--- src/rtl/alarm_ring_controller.sv ---
// Alarm event sequencer: rising-edge trigger, 1 s on/off beep, counted snooze/timeout schedule.
// All outputs registered; inputs sampled at a clk edge are reflected one clk later.
module alarm_ring_controller #(
  parameter int SNOOZE_MIN     = 5,
  parameter int RING_TIMEOUT_S = 60,
  parameter int MAX_SNOOZES    = 3
) (
  input  logic       clk,
  input  logic       rst,
  input  logic       tick_1hz,
  input  logic       alarm_armed,
  input  logic       time_match,
  input  logic       snooze_req,
  input  logic       dismiss_req,
  output logic       buzzer,
  output logic       ringing,
  output logic       snoozing,
  output logic [2:0] snoozes_left
);

  typedef enum logic [1:0] {
    ST_IDLE    = 2'd0,
    ST_RINGING = 2'd1,
    ST_SNOOZE  = 2'd2
  } state_t;

  localparam logic [15:0] SNZ_LAST  = 16'(SNOOZE_MIN * 60 - 1);
  localparam logic [7:0]  RING_LAST = 8'(RING_TIMEOUT_S - 1);
  localparam logic [2:0]  MAX_LEFT  = 3'(MAX_SNOOZES);

  state_t      r_state;
  logic        r_prev_match;
  logic        r_beep_phase;
  logic [7:0]  r_ring_cnt;
  logic [15:0] r_snz_cnt;
  logic        r_buzzer;
  logic        r_ringing;
  logic        r_snoozing;
  logic [2:0]  r_snoozes_left;

  logic w_trigger;
  logic w_left_nz;
  logic w_to_idle;

  assign w_trigger = time_match & ~r_prev_match;
  assign w_left_nz = (r_snoozes_left != 3'd0);
  // Disarm beats everything; dismiss only matters once an event is in progress.
  assign w_to_idle = ~alarm_armed | ((r_state != ST_IDLE) & dismiss_req);

  always_ff @(posedge clk) begin
    if (!rst) begin
      r_state        <= ST_IDLE;
      r_prev_match   <= 1'b1;
      r_beep_phase   <= 1'b0;
      r_ring_cnt     <= 8'd0;
      r_snz_cnt      <= 16'd0;
      r_buzzer       <= 1'b0;
      r_ringing      <= 1'b0;
      r_snoozing     <= 1'b0;
      r_snoozes_left <= MAX_LEFT;
    end else begin
      r_prev_match <= time_match;
      if (w_to_idle) begin
        r_state        <= ST_IDLE;
        r_beep_phase   <= 1'b0;
        r_ring_cnt     <= 8'd0;
        r_snz_cnt      <= 16'd0;
        r_buzzer       <= 1'b0;
        r_ringing      <= 1'b0;
        r_snoozing     <= 1'b0;
        r_snoozes_left <= MAX_LEFT;
      end else begin
        unique case (r_state)
          ST_IDLE: begin
            if (w_trigger) begin
              r_state      <= ST_RINGING;
              r_ring_cnt   <= 8'd0;
              r_beep_phase <= 1'b1;
              r_buzzer     <= 1'b1;
              r_ringing    <= 1'b1;
              r_snoozing   <= 1'b0;
            end
          end

          ST_RINGING: begin
            if (snooze_req && w_left_nz) begin
              r_state        <= ST_SNOOZE;
              r_snz_cnt      <= 16'd0;
              r_beep_phase   <= 1'b0;
              r_buzzer       <= 1'b0;
              r_ringing      <= 1'b0;
              r_snoozing     <= 1'b1;
              r_snoozes_left <= r_snoozes_left - 3'd1;
            end else if (tick_1hz) begin
              if (r_ring_cnt == RING_LAST) begin
                // Unattended: fall back to a snooze while any remain, otherwise give up.
                r_beep_phase <= 1'b0;
                r_buzzer     <= 1'b0;
                r_ringing    <= 1'b0;
                r_ring_cnt   <= 8'd0;
                if (w_left_nz) begin
                  r_state        <= ST_SNOOZE;
                  r_snz_cnt      <= 16'd0;
                  r_snoozing     <= 1'b1;
                  r_snoozes_left <= r_snoozes_left - 3'd1;
                end else begin
                  r_state        <= ST_IDLE;
                  r_snz_cnt      <= 16'd0;
                  r_snoozing     <= 1'b0;
                  r_snoozes_left <= MAX_LEFT;
                end
              end else begin
                r_ring_cnt   <= r_ring_cnt + 8'd1;
                r_beep_phase <= ~r_beep_phase;
                r_buzzer     <= ~r_beep_phase;
              end
            end
          end

          ST_SNOOZE: begin
            if (tick_1hz) begin
              if (r_snz_cnt == SNZ_LAST) begin
                r_state      <= ST_RINGING;
                r_ring_cnt   <= 8'd0;
                r_beep_phase <= 1'b1;
                r_buzzer     <= 1'b1;
                r_ringing    <= 1'b1;
                r_snoozing   <= 1'b0;
              end else begin
                r_snz_cnt <= r_snz_cnt + 16'd1;
              end
            end
          end

          default: begin
            r_state        <= ST_IDLE;
            r_beep_phase   <= 1'b0;
            r_ring_cnt     <= 8'd0;
            r_snz_cnt      <= 16'd0;
            r_buzzer       <= 1'b0;
            r_ringing      <= 1'b0;
            r_snoozing     <= 1'b0;
            r_snoozes_left <= MAX_LEFT;
          end
        endcase
      end
    end
  end

  assign buzzer       = r_buzzer;
  assign ringing      = r_ringing;
  assign snoozing     = r_snoozing;
  assign snoozes_left = r_snoozes_left;

endmodule

--- config.mk ---
export PLATFORM = sky130hd
export DESIGN_NAME = alarm_ring_controller
export DESIGN_NICKNAME = d
export VERILOG_FILES = /design/src/rtl/alarm_ring_controller.sv
export SDC_FILE = /design/constraint.sdc
export NUM_CORES = 1
export LEC_CHECK = 0
export BUFFER_PORTS_ARGS = -buffer_cell sky130_fd_sc_hd__clkbuf_2
export CAP_MARGIN = 30
export CORE_AREA = 2 2 58 60
export CTS_BUF_LIST = sky130_fd_sc_hd__clkbuf_2
export CTS_CLUSTER_SIZE = 30
export DETAILED_ROUTE_END_ITERATION = 8
export DIE_AREA = 0 0 60 62
export GPL_ROUTABILITY_DRIVEN = 0
export PLACE_DENSITY_LB_ADDON = 0.3
export SYNTH_ARGS = -nofsm -noshare
export SYNTH_HDL_FRONTEND = slang
export SYNTH_SLANG_ARGS = --single-unit
export TNS_END_PERCENT = 10
--- constraint.sdc ---
create_clock -name clk -period 2.1 [get_ports clk]
set_input_delay 0.105 -clock clk [delete_from_list [all_inputs] [get_ports clk]]
set_output_delay 0.105 -clock clk [all_outputs]
set_load 0.1 [all_outputs]
; ---- Word level (Yosys, flattened, before mapping)
; Index checks and enable logic that the tools add are counted.
[word_totals]
reg_bits = 33
in_bits = 7
out_inout_bits = 6
word_cells = 88
[classes]
n_addsub = 3
n_eq_ne = 12
n_mux = 45
bitwise_logic = 9
reduce_logical = 11
[op_table]
columns = op, count
row1 = 2-to-1 mux 16 bit, 5
row2 = 2-to-1 mux 8 bit, 6
row3 = case mux 16 bit (3 select lines), 1
row4 = case mux 8 bit (3 select lines), 1
row5 = "adder 16 x 1 -> 16 bit, second input constant", 1
row6 = "== test 16 x 9 -> 1 bit, second input constant", 1
row7 = 2-to-1 mux 1 bit, 16
row8 = AND reduction 5 bit, 3
row9 = 2-to-1 mux 2 bit, 7
row10 = 2-to-1 mux 3 bit, 4
row11 = "inequality test 2 bit, second input constant", 6
row12 = case mux 1 bit (3 select lines), 3
row13 = "adder 8 x 1 -> 8 bit, second input constant", 1
row14 = "== test 8 x 6 -> 1 bit, second input constant", 1
row15 = "inequality test 3 bit, second input constant", 2
row16 = NOT 1 bit, 6
row17 = case mux 2 bit (3 select lines), 1
row18 = case mux 3 bit (2 select lines), 1
row19 = AND reduction 4 bit, 1
row20 = OR reduction 2 bit, 2
row21 = AND reduction 3 bit, 1
row22 = nonzero test 3 bit, 1
row23 = "subtractor 3 x 1 -> 3 bit, second input constant", 1
row24 = bitwise AND 1 bit, 2
row25 = other kinds (6), 6

; ---- Longest topological paths before layout
[depth]
word_depth = 6
mapped_depth = 8
ltp_nobuf = 7

; ---- Worst setup path before layout
; Ideal clock, no wire load.
[synth_path]
path_type = register -> register
start = reg ringing (netlist name)
end = reg r_snz_cnt[6]
setup_ns = 0.119
arrival_ns = 2.331
t_required_ns = 1.981
slack_ns = -0.350
stages_incl_launch_ff = 8
n_path_buf = 2
synth_period_minus_slack_ns = 2.450
cell_sequence = dfxtp_1 clkbuf_1 inv_1 nor4_2 a21o_1 buf_2 nor2_1 o221a_2
[synth_lines]
columns = item, line_no
row1 = end signal: assignment, 130  ; r_snz_cnt <= r_snz_cnt + 16'd1;
row2 = end: declaration, 35  ; logic [15:0] r_snz_cnt;

; ---- Final worst setup path
[layout_path]
start = reg r_snz_cnt[0]
end = reg r_ring_cnt[5]
[layout_via]
elab_chain_len = 3
[layout_rtl]
columns = item, line_no
row1 = == test 16 x 9 -> 1 bit, 122  ; if (r_snz_cnt == SNZ_LAST) begin
row2 = inequality test 2 bit (no line), -
row3 = AND reduction 5 bit (no line), -
row4 = end signal: assignment, 113  ; r_ring_cnt <= r_ring_cnt + 8'd1;
row5 = end: declaration, 34  ; logic [7:0] r_ring_cnt;
; No other way between the ends.
; A chain may end at the register's enable or synchronous reset.

==> impl_summary.log <==
[metrics] run status: complete, no violations
[metrics] number of design rule violations left after detail routing: 0
[metrics] first drt pass iteration count: 6
[metrics] Switching Fraction: a little over a quarter
[metrics] Internal Power: slightly above 700 µW
[metrics] Hold Crit Start: tick_1hz
[metrics] TritonCTS clock tree: done
[metrics] FF-to-FF Start: r_snz_cnt[0]$_SDFFE_PP0P_
[metrics] Chip Height: between 60 and 70 µm
[metrics] starting density of the core: a little under three fifths
[metrics] Worst Clk Skew: 0.0222 ns
[metrics] part of the power in registers: around 62%
[metrics] maximum vdd drop: 0.000273 V
[metrics] cell with the most instances after synthesis: sky130_fd_sc_hd__dfxtp_1
[metrics] endpoint arrival time on the critical path: around 2.4 ns
[metrics] top cell type's share of synthesized area: 35.1%
[metrics] summed area of non-filler cells in the final layout: between 2000 and 2500 µm²
[metrics] endpoint class of the critical path: flop
[metrics] Starting DRT DRC Count: 156
[metrics] Min Hold Slack: between 0.07 and 0.08 ns
[metrics] Layout Nets: between 200 and 300
[metrics] sum of met3 wire segment lengths after detailed routing: approximately 290 µm
[metrics] share of the cycle needed by the critical path after routing: 97.5%
[metrics] type of element launching the critical path: flop
[metrics] mapped cell area: 1820 µm²
[metrics] largest area contributor in the synthesized netlist: sky130_fd_sc_hd__dfxtp_1
[metrics] Crit. Startpoint: r_snz_cnt[0]$_SDFFE_PP0P_
[metrics] setup-violating endpoint count in the final report: 0
[metrics] cell area power density: around 460 nW/µm²
[metrics] unrepaired setup endpoints after global routing: yes
[metrics] Clk pin slew, worst setup/hold paths: approximately 0.18 ns
[metrics] classification of the worst setup path: reg2reg
[metrics] Max Freq: ~0.49 GHz
[metrics] register bit count reported by yosys: 32
[metrics] global-route wire length before repair: about 7.7 mm
[metrics] total of warnings raised by yosys: 0
[metrics] x dimension of the die: around 60 µm
[metrics] max-cap violation count: 0
[metrics] Std-Cell Rows: 21
[metrics] Post-Syn Area per Cell: about 8 µm²
[metrics] clock latency at the later pin of the worst-skew pair: 0.39 ns
[metrics] CORE AREA: 3180 µm²
[metrics] flip-flop cell with the highest count after synthesis: sky130_fd_sc_hd__dfxtp_1
[metrics] post-placement cell count: 298
[metrics] die outline area: roughly 3700 µm²
[metrics] Avg Vias per Cell: between 6 and 7
[metrics] antenna violations before repair: 0
[metrics] final design utilization: between 60% and 70%
[metrics] maximum clock insertion buffer count: 2
[metrics] number of clock buffers inserted by TritonCTS: 5
[metrics] All-Layer GR Usage: between 20% and 30%
[metrics] FFs w/ async S/R, synth: 0%
[metrics] detailed-route via count: 1931
[metrics] sequential area share after synthesis: 35.1%
[metrics] Final Slew Violations: 0
[metrics] cell count after synthesis: 227
[metrics] Max H-tree Level: 2
[metrics] Sinks on Clock Net: 32
[metrics] via count of the first global-routing pass: between 1500 and 2000
[metrics] leakage power figure: about 0.00085 µW
[metrics] top routing layer in use: met4
[metrics] Final Critical Period: 2.05 ns
[metrics] layout cell share with drive strength beyond 1: about a quarter
[metrics] Netlist cell types: 42
[metrics] EDFF count, synth: 0
[metrics] growth of design area from synthesis to finish: 18.2%
[metrics] required time reported for the critical path endpoint: 2.42 ns
[metrics] total wire length: approximately 4.7 mm
[metrics] reported net switching power: 265 µW
[metrics] # IOs: 13
[metrics] count of buffers inserted at the top-level ports: 12
[metrics] maximum net fanout on the critical path: 6
[metrics] placement-stage cell area: 2080 µm²
[metrics] Layout Cells excl Fill: a little over 300
[metrics] largest cells by area after synthesis: sky130_fd_sc_hd__dfxtp_1, sky130_fd_sc_hd__nand3_1, sky130_fd_sc_hd__a21oi_1
[metrics] ranking of synthesized cells by instance count: sky130_fd_sc_hd__dfxtp_1, sky130_fd_sc_hd__nand2_1, sky130_fd_sc_hd__nor2_1, sky130_fd_sc_hd__nand3_1, sky130_fd_sc_hd__a21oi_1
[metrics] final setup TNS: 0 ns
[metrics] overall overflow remaining after global route: 0
[metrics] final antenna-violating net count: 0
[metrics] Hold WC Path Type: in2reg
[metrics] HPWL Detailed: roughly 3.4 mm
[metrics] buffer cell driving the clock tree root: sky130_fd_sc_hd__clkbuf_2
[metrics] maximum number of pins on one net before global-route repair: 15
[metrics] Antenna Diode Count: 0
[metrics] Avg WL per Cell: roughly 15 µm
[metrics] combinational share of power: just under 8%
[metrics] Routed met2 length: between 2 and 2.5 mm
[metrics] Max-slew headroom: between 50% and 60%
[metrics] transition at the pin with the smallest max-transition slack: between 0.6 and 0.7 ns
[metrics] net count after synthesis: 238
[metrics] Clk network pwr share: a little under a third
[metrics] count of final hold-check violations: 0
[metrics] sum of routed wire segments on met1: ~1.9 mm
[cell families (layout without fill, tap and decap cells)]
logic type / count (synthesis) / count (layout) / synth area share [%]
AND/OR/NAND/NOR: 108 / 108 / 31.8
AO/OA/AOI/OAI: 60 / 60 / 23.3
flip-flops: 32 / 32 / 35.1
buffers and inverters: 17 / 52 / 3.77
multiplexers: 5 / 5 / 2.81
adder cells (fa/ha/maj): 4 / 4 / 2.74
XOR/XNOR: 1 / 1 / 0.480
[cell usage in the layout, fill, tap and decap left out, types with 2 or more instances in the layout]
cell type and n:
sky130_fd_sc_hd__clkinv_1 2, sky130_fd_sc_hd__o22ai_1 2, sky130_fd_sc_hd__nor2b_1 2, sky130_fd_sc_hd__a21o_1 3
sky130_fd_sc_hd__or3_1 3, sky130_fd_sc_hd__inv_1 7, sky130_fd_sc_hd__dlygate4sd3_1 2, sky130_fd_sc_hd__nand4_1 9
sky130_fd_sc_hd__nor4_1 2, sky130_fd_sc_hd__nand2_1 20, sky130_fd_sc_hd__nor2_1 20, sky130_fd_sc_hd__dfxtp_2 3
sky130_fd_sc_hd__nor3_1 8, sky130_fd_sc_hd__o21ai_0 13, sky130_fd_sc_hd__o221a_2 6, sky130_fd_sc_hd__a2111o_1 2
sky130_fd_sc_hd__and3_1 6, sky130_fd_sc_hd__nand2b_1 4, sky130_fd_sc_hd__dfxtp_1 28, sky130_fd_sc_hd__a21oi_1 15
sky130_fd_sc_hd__mux2i_1 4, sky130_fd_sc_hd__o2111ai_1 4, sky130_fd_sc_hd__clkbuf_2 18, sky130_fd_sc_hd__a211o_1 2
sky130_fd_sc_hd__or2_2 4, sky130_fd_sc_hd__nor3b_1 2, sky130_fd_sc_hd__ha_1 4, sky130_fd_sc_hd__o311ai_1 2
sky130_fd_sc_hd__buf_4 23, sky130_fd_sc_hd__o311ai_0 2, sky130_fd_sc_hd__nand3_1 19, sky130_fd_sc_hd__o31ai_1 2
[critical path, stage by stage, from the launching register on]
cell and delay, ns:
sky130_fd_sc_hd__dfxtp_1 0.40, sky130_fd_sc_hd__ha_1 0.22, sky130_fd_sc_hd__and4bb_1 0.20, sky130_fd_sc_hd__nand4_1 0.17
sky130_fd_sc_hd__a22o_2 0.34, sky130_fd_sc_hd__or3_1 0.39, sky130_fd_sc_hd__a221oi_2 0.27
[registers in the layout, indices dropped and copies added, names as in the netlist]
name and cells:
r_ring_cnt 8, r_state 1, r_prev_match 1, snoozes_left 3, r_snz_cnt 16, buzzer 1, snoozing 1, ringing 1
[power by group through the flow]
stage | clock network, µW | registers [µW] | logic, µW
after floorplan | 0 | 631 | 38.8
after global placement | 0 | 624 | 71.0
after detailed placement | 0 | 624 | 71.4
after CTS | 301 | 611 | 74.7
after global routing | 327 | 612 | 83.3
final | 295 | 611 | 76.9
[cell type report]
cell class | count | area (µm²)
Clock buffer | 6 | 30.0
Tap cell | 46 | 57.6
Multi-Input combinational cell | 178 | 1130
Fill cell | 274 | 1020
Timing Repair Buffer | 37 | 253
Clock inverter | 2 | 7.51
Inverter | 7 | 26.3
Sequential cell | 32 | 648
[worst paths after layout]
check                               end  depth (start not counted)  slack, ns
min reg2reg  r_ring_cnt[7]$_SDFFE_PP0P_                          2       0.50
max          r_ring_cnt[5]$_SDFFE_PP0P_                          6       0.05
max reg2reg  r_ring_cnt[5]$_SDFFE_PP0P_                          6       0.05
min          r_ring_cnt[0]$_SDFFE_PP0P_                          3       0.08
[per-stage QoR]
step	total power, µW	setup slack, ns
after global routing	1020	-0.0758
after detailed placement	695	0.0371
after floorplan	669	0.0391
after global placement	695	0.145
final	983	0.0524
after CTS	986	0.0521
[layer usage]
layer	vias up	track usage [%]
met5	-	0
met4	0	14.9
met3	16	6.00
met2	81	47.2
met1	906	33.2
li1	928	-
[timing repair]
item | in CTS | in global routing
resized for setup | 0 | 7
endpoints found under the hold margin | 1 | 0
hold buffers | 2 | 0
endpoints found under the setup margin | 0 | 20
setup buffers | 0 | 0
No activity file was read; power rests on OpenSTA's default activity.
